`src/rtl/dual_port_ram_arbiter_pkg.sv`:
```
// Shared constants, port-select type and saturating-add helper for the
// dual-port RAM arbiter slice.
package dpram_arb_pkg;

  localparam int unsigned DEF_NREQ = 4;
  localparam int unsigned DEF_AW   = 6;
  localparam int unsigned DEF_DW   = 8;
  localparam int unsigned CNT_W    = 16;

  typedef enum logic {
    PORT_A = 1'b0,
    PORT_B = 1'b1
  } port_sel_e;

  // Add 0..2 to a statistics counter, sticking at all-ones.
  function automatic logic [CNT_W-1:0] sat_add(input logic [CNT_W-1:0] a,
                                               input logic [1:0] inc);
    logic [CNT_W:0] sum;
    sum = {1'b0, a} + (CNT_W+1)'(inc);
    return sum[CNT_W] ? '1 : sum[CNT_W-1:0];
  endfunction

endpackage

```
`src/rtl/dual_port_ram_arbiter_if.sv`:
```
// Requester-side bus of the arbiter: packed per-slot request fields,
// grant pulses and registered read responses.
interface dual_port_ram_arbiter_if
  import dpram_arb_pkg::*;
#(
  parameter int unsigned NREQ = DEF_NREQ,
  parameter int unsigned AW   = DEF_AW,
  parameter int unsigned DW   = DEF_DW
);

  logic [NREQ-1:0]    req;
  logic [NREQ-1:0]    req_we;
  logic [NREQ*AW-1:0] req_addr;
  logic [NREQ*DW-1:0] req_wdata;
  logic [NREQ-1:0]    gnt;
  logic [NREQ-1:0]    rsp_valid;
  logic [NREQ*DW-1:0] rsp_data;

  modport master (
    output req, req_we, req_addr, req_wdata,
    input  gnt, rsp_valid, rsp_data
  );

  modport slave (
    input  req, req_we, req_addr, req_wdata,
    output gnt, rsp_valid, rsp_data
  );

endinterface

```
`src/rtl/dual_port_ram_arbiter_rr_first_finder.sv`:
```
// Round-robin search: first set bit of mask scanning start, start+1, ...
// modulo NREQ. Purely combinational.
module rr_first_finder #(
  parameter int unsigned NREQ = 4
) (
  input  logic [NREQ-1:0]         mask,
  input  logic [$clog2(NREQ)-1:0] start,
  output logic                    found,
  output logic [$clog2(NREQ)-1:0] idx
);

  localparam int unsigned IW = $clog2(NREQ);

  // Walk the rotated scan order and latch the first hit.
  always_comb begin
    int unsigned j;
    found = 1'b0;
    idx   = '0;
    j     = 0;
    for (int unsigned k = 0; k < NREQ; k++) begin
      j = (32'(start) + k) % NREQ;
      if (!found && mask[j[IW-1:0]]) begin
        found = 1'b1;
        idx   = j[IW-1:0];
      end
    end
  end

endmodule

```
`src/rtl/dual_port_ram_arbiter.sv`:
```
// Two-grant round-robin arbiter in front of a 64x8 write-first true
// dual-port RAM. Optional statistics counters: define DPRAM_ARB_STATS_EN.
module dual_port_ram_arbiter
  import dpram_arb_pkg::*;
#(
  parameter int unsigned NREQ = DEF_NREQ,
  parameter int unsigned AW   = DEF_AW,
  parameter int unsigned DW   = DEF_DW
) (
  input  logic                    clk,
  input  logic                    rst_n,
  dual_port_ram_arbiter_if.slave  bus,
  output logic                    ram_we_a,
  output logic                    ram_we_b,
  output logic [AW-1:0]           ram_addr_a,
  output logic [AW-1:0]           ram_addr_b,
  output logic [DW-1:0]           ram_data_a,
  output logic [DW-1:0]           ram_data_b,
  input  logic [DW-1:0]           ram_q_a,
  input  logic [DW-1:0]           ram_q_b
`ifdef DPRAM_ARB_STATS_EN
  ,
  output logic [CNT_W-1:0]        grant_cnt,
  output logic [CNT_W-1:0]        conflict_cnt
`endif
);

  localparam int unsigned IW = $clog2(NREQ);

  logic [IW-1:0]      ptr;
  logic               found_a, found_b;
  logic [IW-1:0]      sel_a, sel_b;
  logic [NREQ-1:0]    mask_b;
  logic               we_sa, we_sb;
  logic [AW-1:0]      addr_sa, addr_sb;
  logic [DW-1:0]      wd_sa, wd_sb;
  logic               conflict, grant_a, grant_b;
  logic [IW-1:0]      last_idx, next_ptr;
  logic [NREQ-1:0]    rsp_valid_q;
  port_sel_e          rsp_port [NREQ];
  logic [NREQ*DW-1:0] q_route, data_q;

  rr_first_finder #(.NREQ(NREQ)) u_find_a (
    .mask (bus.req),
    .start(ptr),
    .found(found_a),
    .idx  (sel_a)
  );

  rr_first_finder #(.NREQ(NREQ)) u_find_b (
    .mask (mask_b),
    .start(ptr),
    .found(found_b),
    .idx  (sel_b)
  );

  // Select the two candidates' fields and apply the same-address write rule.
  always_comb begin
    mask_b   = bus.req & ~({{(NREQ-1){1'b0}}, found_a} << sel_a);
    we_sa    = bus.req_we[sel_a];
    we_sb    = bus.req_we[sel_b];
    addr_sa  = bus.req_addr[32'(sel_a)*AW +: AW];
    addr_sb  = bus.req_addr[32'(sel_b)*AW +: AW];
    wd_sa    = bus.req_wdata[32'(sel_a)*DW +: DW];
    wd_sb    = bus.req_wdata[32'(sel_b)*DW +: DW];
    conflict = found_a && found_b && (addr_sa == addr_sb) && (we_sa || we_sb);
    grant_a  = rst_n && found_a;
    grant_b  = rst_n && found_b && !conflict;
    last_idx = grant_b ? sel_b : sel_a;
    next_ptr = (last_idx == IW'(NREQ-1)) ? '0 : last_idx + 1'b1;
  end

  // Drive grants and RAM pins; an ungranted port is held fully idle.
  always_comb begin
    bus.gnt    = '0;
    ram_we_a   = 1'b0;
    ram_addr_a = '0;
    ram_data_a = '0;
    ram_we_b   = 1'b0;
    ram_addr_b = '0;
    ram_data_b = '0;
    if (grant_a) begin
      bus.gnt[sel_a] = 1'b1;
      ram_we_a       = we_sa;
      ram_addr_a     = addr_sa;
      ram_data_a     = wd_sa;
    end
    if (grant_b) begin
      bus.gnt[sel_b] = 1'b1;
      ram_we_b       = we_sb;
      ram_addr_b     = addr_sb;
      ram_data_b     = wd_sb;
    end
  end

  // Rotate the pointer and record which port each launched read used.
  always_ff @(posedge clk) begin
    if (!rst_n) begin
      ptr         <= '0;
      rsp_valid_q <= '0;
      for (int unsigned i = 0; i < NREQ; i++) rsp_port[i] <= PORT_A;
    end else begin
      if (grant_a) ptr <= next_ptr;
      rsp_valid_q <= '0;
      if (grant_a && !we_sa) begin
        rsp_valid_q[sel_a] <= 1'b1;
        rsp_port[sel_a]    <= PORT_A;
      end
      if (grant_b && !we_sb) begin
        rsp_valid_q[sel_b] <= 1'b1;
        rsp_port[sel_b]    <= PORT_B;
      end
    end
  end

  // The RAM q is already registered, so the response cycle shows it directly;
  // data_q captures it at the end of that cycle to hold the value afterwards.
  always_comb begin
    q_route      = '0;
    bus.rsp_data = data_q;
    for (int unsigned i = 0; i < NREQ; i++) begin
      q_route[i*DW +: DW] = (rsp_port[i] == PORT_B) ? ram_q_b : ram_q_a;
      if (rsp_valid_q[i]) bus.rsp_data[i*DW +: DW] = q_route[i*DW +: DW];
    end
  end

  assign bus.rsp_valid = rsp_valid_q;

  // Hold last delivered read data per slot.
  always_ff @(posedge clk) begin
    if (!rst_n) begin
      data_q <= '0;
    end else begin
      for (int unsigned i = 0; i < NREQ; i++) begin
        if (rsp_valid_q[i]) data_q[i*DW +: DW] <= q_route[i*DW +: DW];
      end
    end
  end

`ifdef DPRAM_ARB_STATS_EN
  logic [1:0] n_gnt;
  assign n_gnt = {1'b0, grant_a} + {1'b0, grant_b};

  // Saturating grant and conflict statistics.
  always_ff @(posedge clk) begin
    if (!rst_n) begin
      grant_cnt    <= '0;
      conflict_cnt <= '0;
    end else begin
      grant_cnt <= sat_add(grant_cnt, n_gnt);
      if (conflict) conflict_cnt <= sat_add(conflict_cnt, 2'd1);
    end
  end
`endif

endmodule

```
`src/flat_wrapper.sv`:
```
// flat-port wrapper written by rule: the top's interface ports become plain ports
module dual_port_ram_arbiter_flat import dpram_arb_pkg::*;
#(
  parameter int unsigned NREQ = DEF_NREQ,
  parameter int unsigned AW   = DEF_AW,
  parameter int unsigned DW   = DEF_DW
)
  (clk, rst_n, ram_we_a, ram_we_b, ram_addr_a, ram_addr_b, ram_data_a, ram_data_b, ram_q_a, ram_q_b, bus_req, bus_req_we, bus_req_addr, bus_req_wdata, bus_gnt, bus_rsp_valid, bus_rsp_data);
  dual_port_ram_arbiter_if #(.NREQ(NREQ), .AW(AW), .DW(DW)) bus_i ();
  input  logic clk;
  input  logic rst_n;
  output logic ram_we_a;
  output logic ram_we_b;
  output logic [AW-1:0] ram_addr_a;
  output logic [AW-1:0] ram_addr_b;
  output logic [DW-1:0] ram_data_a;
  output logic [DW-1:0] ram_data_b;
  input  logic [DW-1:0] ram_q_a;
  input  logic [DW-1:0] ram_q_b;
  input wire logic [$bits(bus_i.req)-1:0] bus_req;
  input wire logic [$bits(bus_i.req_we)-1:0] bus_req_we;
  input wire logic [$bits(bus_i.req_addr)-1:0] bus_req_addr;
  input wire logic [$bits(bus_i.req_wdata)-1:0] bus_req_wdata;
  output wire logic [$bits(bus_i.gnt)-1:0] bus_gnt;
  output wire logic [$bits(bus_i.rsp_valid)-1:0] bus_rsp_valid;
  output wire logic [$bits(bus_i.rsp_data)-1:0] bus_rsp_data;
  assign bus_i.req = bus_req;
  assign bus_i.req_we = bus_req_we;
  assign bus_i.req_addr = bus_req_addr;
  assign bus_i.req_wdata = bus_req_wdata;
  assign bus_gnt = bus_i.gnt;
  assign bus_rsp_valid = bus_i.rsp_valid;
  assign bus_rsp_data = bus_i.rsp_data;
  dual_port_ram_arbiter #(.NREQ(NREQ), .AW(AW), .DW(DW)) u_core (.clk(clk), .rst_n(rst_n), .bus(bus_i), .ram_we_a(ram_we_a), .ram_we_b(ram_we_b), .ram_addr_a(ram_addr_a), .ram_addr_b(ram_addr_b), .ram_data_a(ram_data_a), .ram_data_b(ram_data_b), .ram_q_a(ram_q_a), .ram_q_b(ram_q_b));
endmodule
```
`config.mk`:
```
export PLATFORM = sky130hd
export DESIGN_NAME = dual_port_ram_arbiter_flat
export DESIGN_NICKNAME = d
export VERILOG_FILES = /design/src/rtl/dual_port_ram_arbiter_pkg.sv /design/src/rtl/dual_port_ram_arbiter_if.sv /design/src/rtl/dual_port_ram_arbiter_rr_first_finder.sv /design/src/rtl/dual_port_ram_arbiter.sv /design/src/flat_wrapper.sv
export SDC_FILE = /design/constraint.sdc
export NUM_CORES = 1
export LEC_CHECK = 0
export ABC_AREA = 1
export CORE_AREA = 5 5 131 133
export CTS_CLUSTER_DIAMETER = 30
export DETAILED_ROUTE_END_ITERATION = 16
export DIE_AREA = 0 0 136 138
export GPL_ROUTABILITY_DRIVEN = 1
export SYNTH_ARGS = -nofsm -noshare
export SYNTH_HDL_FRONTEND = slang
export SYNTH_SLANG_ARGS = --single-unit
```
`constraint.sdc`:
```
create_clock -name clk -period 9.55 [get_ports clk]
set_input_delay 2.865 -clock clk [delete_from_list [all_inputs] [get_ports clk]]
set_output_delay 2.865 -clock clk [all_outputs]
set_load 0.05 [all_outputs]
```
# Yosys cells after proc, flatten, opt, wreduce, memory -nomap -nowiden
# Memory sizes are Yosys's and may differ from the RTL's.
# Cells that the tools add are included.
# word_totals
ram_bits,4
output_inout_bits,70
inputBits,82
wordCells,131
ff_bits,38
romBits,0
mem_count,1
latchBits,0
# memory_table
name,words,word_bits,read_ports,rd_ports_with_merged_regs,wr,line_no,source
u_core.rsp_port,4,1,4,0,4,dual_port_ram_arbiter.sv:40,port_sel_e rsp_port [NREQ];
# op_classes
multipliers,2
magnitude_cmp,8
n_eq_ne,2
div_mod_pow,0
addsub,4
n_reduce_logical,28
mux,74
bitwise,4
shifts,5
# op_table
operator,count
$mux 8,10
$shiftx 32x6->8,2
$shiftx 24x6->6,2
$mux 1,33
$mux 2,12
$bmux 1 s2,10
$mux 4,5
$lt 2x3->1 const B,6
$logic_and 1x1->1,16
$mux 6,2
$logic_not 1->1,9
$mul 2x2->4 const B,2
$or 4x4->4,2
$eq 6x6->1,1
$add 2x1->2 const B,2
$add 2x2->2 const B,2
$and 4x4->4,1
$demux 1 s2,2
$ge 2x1->1 const B,2
$not 4->4,1
$shl 1x2->4,1
$eq 2x2->1 const B,1
$reduce_or 1->1,2
$logic_or 1x1->1,1

# Logic depth before layout (Yosys ltp)
# Gate-level depths: netlist of the first run.
# depth
word_depth,40
mapped_depth,38
ltp_nobuf,34

# Hierarchy
# Synthesis of the first run repeated with hierarchy kept, for this count alone.
# hier_totals
hier_cells,777
hier_area_um2,4234.1
# modules_own_cells
module,cells_per_inst,n_inst,area_per_inst_um2
dual_port_ram_arbiter,659,1,3595.9
rr_first_finder,59,2,319.1

# Worst setup path before layout of the first run
# OpenSTA, ideal clock, no wires.
# synth_path
path_type,input port to output port
start,input bus_req[3]
end,output ram_data_b[0]
path_stages,28
arrival_time_ns,6.141
path_buffers,3
setup_slack_ns,0.544
path_cell_list,inv_1 nand2_1 nand3_1 nand2_1 nor2_4 nand2_1 nor2_1 nor2_2 nand2_2 buf_6 nand2_1 nand2_1 nand2_1 nand2_1 nand2_2 nand2_4 nand3_4 buf_6 nand2_1 nand2_1 nand2_1 nand2_2 nand2_1 nand2_1 nand3_2 o21bai_4 buf_6 nor3_1
# synth_between
elab_chain_cells,35
# synth_rtl
item,line_no,source
"start, declared",flat_wrapper.sv:20,input wire logic [$bits(bus_i.req)-1:0] bus_req;
$bmux 1 s2,dual_port_ram_arbiter_rr_first_finder.sv:22,if (!found && mask[j[IW-1:0]]) begin
$mux 1 (not written as such),dual_port_ram_arbiter_rr_first_finder.sv:22,
$mux 1,dual_port_ram_arbiter_rr_first_finder.sv:22,
$logic_not 1->1,dual_port_ram_arbiter_rr_first_finder.sv:22,
$logic_and 1x1->1,dual_port_ram_arbiter_rr_first_finder.sv:22,
$mux 1,dual_port_ram_arbiter_rr_first_finder.sv:22,
$logic_not 1->1,dual_port_ram_arbiter_rr_first_finder.sv:22,
$logic_and 1x1->1,dual_port_ram_arbiter_rr_first_finder.sv:22,
(+18 left out),--,
$mux 2,dual_port_ram_arbiter_rr_first_finder.sv:22,
$mul 2x2->4,dual_port_ram_arbiter.sv:63,addr_sb = bus.req_addr[32'(sel_b)*AW +: AW];
$shiftx 24x6->6,dual_port_ram_arbiter.sv:63,
$eq 6x6->1,dual_port_ram_arbiter.sv:66,conflict = found_a && found_b && (addr_sa == addr_sb) && (we_sa || we_sb);
$logic_and 1x1->1 (2 in series),dual_port_ram_arbiter.sv:66,
$logic_not 1->1,dual_port_ram_arbiter.sv:68,grant_b = rst_n && found_b && !conflict;
$logic_and 1x1->1,dual_port_ram_arbiter.sv:68,
$mux 8 *,dual_port_ram_arbiter.sv:88,if (grant_b) begin
"end, declared",flat_wrapper.sv:17,output logic [DW-1:0] ram_data_b;
# Mark *: on every way between the ends. The rest lies on a longest branch, timed or not. The select of a mux whose other input is x is not followed.

# Final worst setup path of the first run
# layout_path
start,input bus_req[3]
end,output bus_gnt[0]
# layout_between
elab_chain_cells,35
# layout_rtl
item,line_no,source
$bmux 1 s2,dual_port_ram_arbiter_rr_first_finder.sv:22,
$mux 1 (not written as such),dual_port_ram_arbiter_rr_first_finder.sv:22,
$mux 1,dual_port_ram_arbiter_rr_first_finder.sv:22,
$logic_not 1->1,dual_port_ram_arbiter_rr_first_finder.sv:22,
$logic_and 1x1->1,dual_port_ram_arbiter_rr_first_finder.sv:22,
$mux 1,dual_port_ram_arbiter_rr_first_finder.sv:22,
$logic_not 1->1,dual_port_ram_arbiter_rr_first_finder.sv:22,
$logic_and 1x1->1,dual_port_ram_arbiter_rr_first_finder.sv:22,
(+18 left out),--,
$mux 2,dual_port_ram_arbiter_rr_first_finder.sv:22,
$mul 2x2->4,dual_port_ram_arbiter.sv:63,
$shiftx 24x6->6,dual_port_ram_arbiter.sv:63,
$eq 6x6->1,dual_port_ram_arbiter.sv:66,
$logic_and 1x1->1 (2 in series),dual_port_ram_arbiter.sv:66,
$logic_not 1->1,dual_port_ram_arbiter.sv:68,
$logic_and 1x1->1,dual_port_ram_arbiter.sv:68,
$mux 4 *,dual_port_ram_arbiter.sv:88,
"end, declared",flat_wrapper.sv:24,output wire logic [$bits(bus_i.gnt)-1:0] bus_gnt;
# Marked as above.

==> flow_summary.toml, run 1 <==
[outcome]
status = "complete, no violations"

[yosys]
synth_fa_ha_area_share_pct = 0
ys_ff_latch = 42
ys_seq_area_share_pct = 21.8
synth_top_family_by_area = "simple AND/OR/NAND/NOR gates"
yosys_warnings = 0
synth_xor_area_share_pct = 0
netlist-cell-type-count = 34
syn-mean-instance-area_um2 = 5.62
synth_area_um2 = 3860
synthMuxAreaShare_pct = 0
synth_compound_area_share_pct = 21.6
syn_nets = 768
synth_simple_gate_area_share_pct = 38.2
syn_inst = 686

[worst_setup_path]
start_kind = "input port"
critPathBufInv = 5
r2r.worst_path.cells = 32
critPathArrivalTime_ns = 6.15
cp.depth = 28
required_ns = 6.69
criticalPathCategory = "in -> out"
crit_family = "simple AND/OR/NAND/NOR gates"
end_kind = "output port"
slowest_stage = "buf_4"
slowest_delay_ns = 0.23
cpMostUsedCell = "nand2_1"
critPathMaxFanout = 9

[clocking]
cts-root-buf = "clkbuf_16"
clk_path_buf_depth = 2
cts_sinks = 42
path_clk_slew_ns = 0.06
worst_skew_pair.late_latency_ns = 0.28
tritoncts = "done"
numCtsBuffers = 5
h-tree-depth = 2

[worst_hold_path]
hp-class = "reg -> reg"
hold_depth = 2

[route]
viasPerCell = 4.63
ant_nets = 0
wl_per_cell_um = 14.3
drtIter0Drc = 349
drt-total-wl_mm = 15.1
drcViolationCount = 0
vias = 4885
dr.pass1.iters = 5

[finish]
diodes = 0
nFillCells = 1708
mostFrequentLayoutCell = "nand2_1"
area_growth_pct = 51.1
multi_input_area_um2 = 2350
stdcell_count = 1056
finalNetCount = 921
layout-drive-gt1-share_pct = 9.76
mostFrequentLayoutCells = "nand2_1, inv_1, clkdlybuf4s50_1, o21ai_0, nor2_1"
regArea_um2 = 841

[timing]
setup_viol = 0
finalMaxSlewViolations = 0
relSlewSlack_pct = 46.3
timing.final.crit_share_pct = 94.4
rsz0062_at_grt = "false"
fmax_mhz = 111
tns_ns = 0
skew_ns = 0.00691
tightest_slew_ns = 0.805
min_period_ns = 9.02
finalHoldViolCount = 0
setup_slack_ns = 0.534

[die]
io-pin-count = 152
die_area_um2 = 18800
core-area_um2 = 15700
die_w_um = 136
row_count = 46
die_y_um = 138
start_util_pct = 24.5

[placed_design]
gp_congestion = 0.879
portBuffers = 151
post-place-cells = 1040
place_ws_ns = 0.110
dpl.hpwl_mm = 11.8

[global_routing]
grt-ovfl-total = 0
grt_pass1_wl_mm = 23.5
antenna_found_initial = 0
grt_max_degree = 35
gr-usage-all-layers_pct = 15.1
grt_pass1_vias = 4592

[run]
cap_violations = 0
layer usage:
metal	GRT usage [%]	wire length, um
met1	20.3	6910
met2	25.1	6850
met3	3.08	1130
met4	2.76	235
met5	0	0
cell usage after synthesis:
library cell / instances / area, um2
nor2_2: 2 / 12.5
o211ai_1: 18 / 135
and2_1: 1 / 6.26
nand3_1: 39 / 195
buf_2: 3 / 15.0
a21oi_1: 1 / 5.00
dfxtp_1: 42 / 841
nor2_4: 1 / 11.3
nand3_4: 2 / 35.0
clkinv_1: 2 / 7.51
nand3b_2: 1 / 11.3
o21ai_1: 4 / 20.0
o22ai_1: 30 / 188
clkbuf_1: 19 / 71.3
a22oi_1: 8 / 60.1
o221ai_1: 7 / 61.3
inv_1: 132 / 495
buf_6: 8 / 90.1
nand4_1: 12 / 75.1
o21ai_0: 63 / 315
o21bai_4: 1 / 18.8
inv_2: 2 / 7.51
a211oi_1: 4 / 30.0
nor2_1: 58 / 218
nand2_4: 1 / 11.3
buf_1: 2 / 7.51
nand3_2: 4 / 40.0
nand4_2: 1 / 12.5
buf_4: 1 / 7.51
nand2_1: 197 / 739
nand2_2: 7 / 43.8
inv_4: 1 / 6.26
nand3b_1: 1 / 7.51
nor3_1: 11 / 55.1
worst reg2reg max path: cells and delay by family, from the launching register on:
kind	cells	cell delay, ns
compound gates	1	0.19
simple gates	27	2.65
buf+inv	4	0.57
flops	1	0.84
kinds of logic after synthesis:
logic type / after synthesis
AO/OA/AOI/OAI: 136
buffers and inverters: 170
AND/OR/NAND/NOR: 338
flip-flops: 42
state kept, by name, summed over array words and instances, names as in the netlist:
register              cells
u_core.bus.rsp_valid      4
u_core.ptr                2
u_core.data_q            32
u_core.rsp_port           4
worst paths after layout:
check / end / slack (ns) / from
max: bus_gnt[0] / 0.53 / bus_req[3]
min reg2reg: u_core.rsp_port[0] / 0.51 / u_core.rsp_port[0]
min: u_core.rsp_port[0] / 0.51 / u_core.rsp_port[0]
max reg2reg: u_core.ptr[1] / 5.25 / u_core.ptr[0]
repair_timing:
item,in CTS,in global routing
setup buffers,0,7
resized for setup,0,14
setup endpoints to repair,0,19
hold buffers,0,0
metrics by stage:
step | util [%] | cell area, um2 | hold WS, ns
floorplan | - | 3860 | 0.462
global placement | 35.3 | 5550 | 0.487
detailed placement | 35.3 | 5550 | 0.500
CTS | 36.4 | 5710 | 0.513
global route | 37.1 | 5830 | 0.521
finish | 37.1 | 5830 | 0.511
area by class of cell:
class / count / share of cell area, %
well taps: 216 / 4.64
flip-flops and latches: 42 / 14.4
inverters: 137 / 8.87
clock buffers: 7 / 2.28
multi-input cells: 475 / 40.4
clock inverters: 1 / 0.515
repair buffers: 178 / 28.8
Power of run 1 is left out: the tool's default activity adds up to more than one toggle a clock period on the data nets, which glitch-free logic cannot reach.
==> inputs of run 2 (changes only) <==
Settings changed: CORE_AREA 5 5 131 133 to 2 2 96 98, DIE_AREA 0 0 136 138 to 0 0 98 100, PLACE_DENSITY from default to 0.81.
==> run 2 against run 1 <==
  * Via count rose by 3.0%
  * Sequential cell count did not move
  * Hold slack improved by 0.0048 ns
  * Clock skew rose by 0.0033 ns
  * Non-clock buffer count fell by 11
==> flow_summary.toml, run 2 (same netlist as run 1, synthesis figures left out) <==
[clocking]
numCtsBuffers = 5
worst_skew_pair.late_latency_ns = 0.30
path_clk_slew_ns = 0.08
h-tree-depth = 2
clk_path_buf_depth = 2
tritoncts = "done"
cts_sinks = 42
cts-root-buf = "clkbuf_8"
hold_buffers = 0

[worst_setup_path]
timing.rr.end = "u_core.ptr[1]"
r2r_slack_ns = 5.21
cpMostUsedCell = "nand2_1"
r2r_start = "u_core.ptr[0]"
critPathMaxFanout = 12
slowest_stage = "buf_4"
end_kind = "output port"
r2r.worst_path.cells = 30
critPathArrivalTime_ns = 6.19
slowest_delay_ns = 0.23
required_ns = 6.69
criticalPathCategory = "in -> out"
start_kind = "input port"

[timing]
timing.hold.ws_ns = 0.516
min_period_ns = 9.05
timing.final.crit_share_pct = 94.8
finalMaxSlewViolations = 0
setup_viol = 0
finalHoldViolCount = 0
skew_ns = 0.0102
tightest_slew_ns = 0.754
rsz0062_at_grt = "false"
relSlewSlack_pct = 49.6
tns_ns = 0
fmax_mhz = 110

[die]
die_y_um = 100
die_w_um = 98
row_count = 35
io-pin-count = 152
die_area_um2 = 9800
start_util_pct = 43.4
core-area_um2 = 8890

[placed_design]
dpl.hpwl_mm = 10.6
post-place-cells = 926
portBuffers = 151
gp_congestion = 0.937

[outcome]
status = "complete, no violations"

[route]
wl_per_cell_um = 14.8
vias = 5031
viasPerCell = 5.35
drcViolationCount = 0
dr.pass1.iters = 5
drt-total-wl_mm = 13.9
ant_nets = 0
drtIter0Drc = 318

[global_routing]
grt-ovfl-total = 0
grt_max_degree = 35
antenna_found_initial = 0
grt_pass1_wl_mm = 22.0
grt_pass1_vias = 4704
gr-usage-all-layers_pct = 26.8

[finish]
finalNetCount = 910
mostFrequentLayoutCell = "nand2_1"
nFillCells = 834
mostFrequentLayoutCells = "nand2_1, inv_1, clkdlybuf4s50_1, o21ai_0, nor2_1"
layout-drive-gt1-share_pct = 9.29
largest_reg_flops = 32
area_growth_pct = 44.9
diodes = 0
stdcell_count = 940
top_register = "u_core.data_q"

[worst_hold_path]
hold_depth = 2
hp-class = "reg -> reg"
hp-start = "u_core.rsp_port[0]"
whs_endpoint = "u_core.rsp_port[0]"

[run]
cap_violations = 0
[run 2: worst max-delay path: cells and delay by family]
family	cells	cell delay (ns)
and+or+nand+nor	18	2.07
buffers and inverters	6	0.95
AOI/OAI and AO/OA	2	0.27
[run 2: final cells by class]
type	instances	area, um2	share of cell area, %
clock inverter	3	43.8	0.784
clock buffer	5	68.8	1.23
tap	111	139	2.49
sequential	42	841	15.0
multi-input combinational	475	2370	42.3
timing repair buffer	167	1610	28.8
inverter	137	520	9.31
[run 2: worst max-delay path by stage]
stage | slack [ns] | to | start | cells after the start
4_1_cts | 0.07 | bus_gnt[0] | bus_req[1] | 26
5_1_grt | 0.19 | bus_gnt[1] | bus_req[1] | 26
3_3_place_gp | 0.19 | bus_gnt[0] | bus_req[3] | 25
3_5_place_dp | 0.09 | bus_gnt[0] | bus_req[1] | 25
2_1_floorplan | 0.54 | ram_data_b[0] | bus_req[3] | 28
6_report | 0.50 | bus_gnt[1] | bus_req[3] | 26
[run 2: per-stage QoR]
step	worst slack (ns)	cell area [um2]	util, %
6_report	0.499	5590	62.9
3_5_place_dp	0.0894	5350	60.2
3_3_place_gp	0.185	5350	60.2
2_1_floorplan	0.544	3860	-
4_1_cts	0.0731	5460	61.4
5_1_grt	0.193	5590	62.9
[run 2: repair_timing]
item / CTS / global route
endpoints found under the setup margin: 0 / 19
buffers inserted: 0 / 5
endpoints found under the hold margin: 0 / 0
gates resized for setup: 0 / 21
[run 2: per-layer routing]
| layer | track usage [%] | vias up | part of all wire [%] |
|---|---|---|---|
| li1 | - | 2492 | - |
| met1 | 33.0 | 2234 | 40 |
| met2 | 46.8 | 265 | 49 |
| met3 | 3.27 | 40 | 7.6 |
| met4 | 12.2 | 0 | 3.4 |
| met5 | 0 | - | 0 |
Power of run 2 is left out for the same reason.
==> inputs of run 3 (changes only) <==
Settings changed: CORE_AREA 2 2 96 98 to 2 2 102 104, DIE_AREA 0 0 98 100 to 0 0 104 106, PLACE_DENSITY 0.81 to 0.76.
Clock period 9.55 ns to 7.5 ns, I/O delays scaled along.
==> run 3 against run 2 <==
  * Non-clock buffer count increased by 121
  * Final cell count increased by 16%
  * Hold slack lost 0.013 ns
  * Critical path depth grew 4
  * Final area rose by 36%
  * Register-to-register slack got worse by 5.0 ns
  * The run now ends with negative setup slack left
  * Clock skew rose by 0.0016 ns
  * Utilization is 13 points higher
  * Global-route usage increased by 4.3 points
  * First-iteration DRC count rose by 110%
  * Critical endpoint is now ram_data_b[2]
  * Clock-buffer cell count stayed put
==> flow_summary.toml, run 3 (same netlist as run 1, synthesis figures left out) <==
[finish]
largest_reg_flops = 32
mostFrequentLayoutCell = "nand2_1"
diodes = 0
regArea_um2 = 841
layout-drive-gt1-share_pct = 33.9
mostFrequentLayoutCells = "nand2_1, inv_1, clkdlybuf4s50_1, buf_4, o21ai_0"
final_cell_area_um2 = 7590
finalNetCount = 1031
multi_input_area_um2 = 2990
top_register = "u_core.data_q"
final_util_pct = 75.9
area_growth_pct = 96.9
nFillCells = 684

[global_routing]
grt_pass1_vias = 5791
grt_pass1_wl_mm = 28.1
grt_max_degree = 35
gr-usage-all-layers_pct = 31.0
grt-ovfl-total = 0
antenna_found_initial = 0

[timing]
finalMaxSlewViolations = 0
relSlewSlack_pct = 18.5
timing.final.crit_share_pct = 108
fmax_mhz = 124
rsz0062_at_grt = "true"
setup_viol = 20
tightest_slew_ns = 1.22
setup_slack_ns = -0.567
finalHoldViolCount = 0
min_period_ns = 8.07
skew_ns = 0.0117

[die]
die_area_um2 = 11000
die_w_um = 104
io-pin-count = 152
start_util_pct = 38.6
row_count = 37
die_y_um = 106
core-area_um2 = 10000

[clocking]
path_clk_slew_ns = 0.09
h-tree-depth = 2
worst_skew_pair.late_latency_ns = 0.30
clk_path_buf_depth = 2
cts_sinks = 42
cts-root-buf = "clkbuf_8"
tritoncts = "done"
numCtsBuffers = 5
hold_buffers = 0

[outcome]
status = "finished, violations left"
violations = "negative setup slack"

[worst_setup_path]
startpoint = "bus_req[1]"
critPathArrivalTime_ns = 5.82
slowest_stage = "nor2_4"
cpMostUsedCell = "nand2_1"
required_ns = 5.25
criticalPathCategory = "in -> out"
start_kind = "input port"
r2r_start = "u_core.ptr[0]"
end_kind = "output port"
slowest_delay_ns = 0.24
critPathMaxFanout = 8

[worst_hold_path]
hp-start = "u_core.rsp_port[1]"
hp-class = "reg -> reg"

[placed_design]
post_dp_cell_area_um2 = 5950
place_ws_ns = -0.626
portBuffers = 151
gp_congestion = 0.903
dpl.hpwl_mm = 11.3

[route]
drt-total-wl_mm = 20.3
vias = 6261
drcViolationCount = 0
viasPerCell = 5.77
dr.pass1.iters = 6
wl_per_cell_um = 18.7
drtIter0Drc = 681
ant_nets = 0

[run]
cap_violations = 0
-- run 3: timing repair --
item,in CTS,in global routing
buffers inserted,47,30
pin swaps,35,64
setup endpoints to repair,21,29
cloned,4,0
gates resized for setup,146,95
-- run 3: per-layer routing --
layer | wire (um) | part of all wire, % | GRT usage, % | vias to the layer above
li1 | - | - | - | 2729
met1 | 7290 | 36 | 34.9 | 2859
met2 | 9530 | 47 | 56.2 | 507
met3 | 1980 | 9.8 | 4.97 | 166
met4 | 1490 | 7.3 | 16.7 | 0
met5 | 0 | 0 | 0 | -
-- run 3: final timing paths --
check                                          end  slack, ns  depth (start not counted)
worst max-delay path                 ram_data_b[2]      -0.57                         30
worst min-delay path            u_core.rsp_port[1]       0.50                          2
worst max register to register       u_core.ptr[1]       0.23                         53
worst min register to register  u_core.rsp_port[1]       0.50                          2
-- run 3: layout make-up --
class / count / area share (%)
multi-input combinational: 475 / 39.4
timing repair buffer: 288 / 38.3
sequential: 42 / 11.1
inverter: 137 / 7.12
tap: 136 / 2.24
clock buffer: 5 / 0.906
clock inverter: 3 / 0.906
-- run 3: worst max-delay path: cells and delay by family --
family,cells,cell delay (ns)
simple gates,21,2.41
buf+inv,8,1.07
compound gates,1,0.08
-- run 3: stage by stage --
step | hold slack (ns) | instances | setup TNS, ns
global route | 0.545 | 1086 | -12.44
detailed placement | 0.494 | 1004 | -9.87
global placement | 0.477 | 1004 | -6.56
finish | 0.503 | 1086 | -9.76
floorplan | 0.462 | 686 | -2.24
CTS | 0.513 | 1063 | -0.173
Power of run 3 is left out for the same reason.
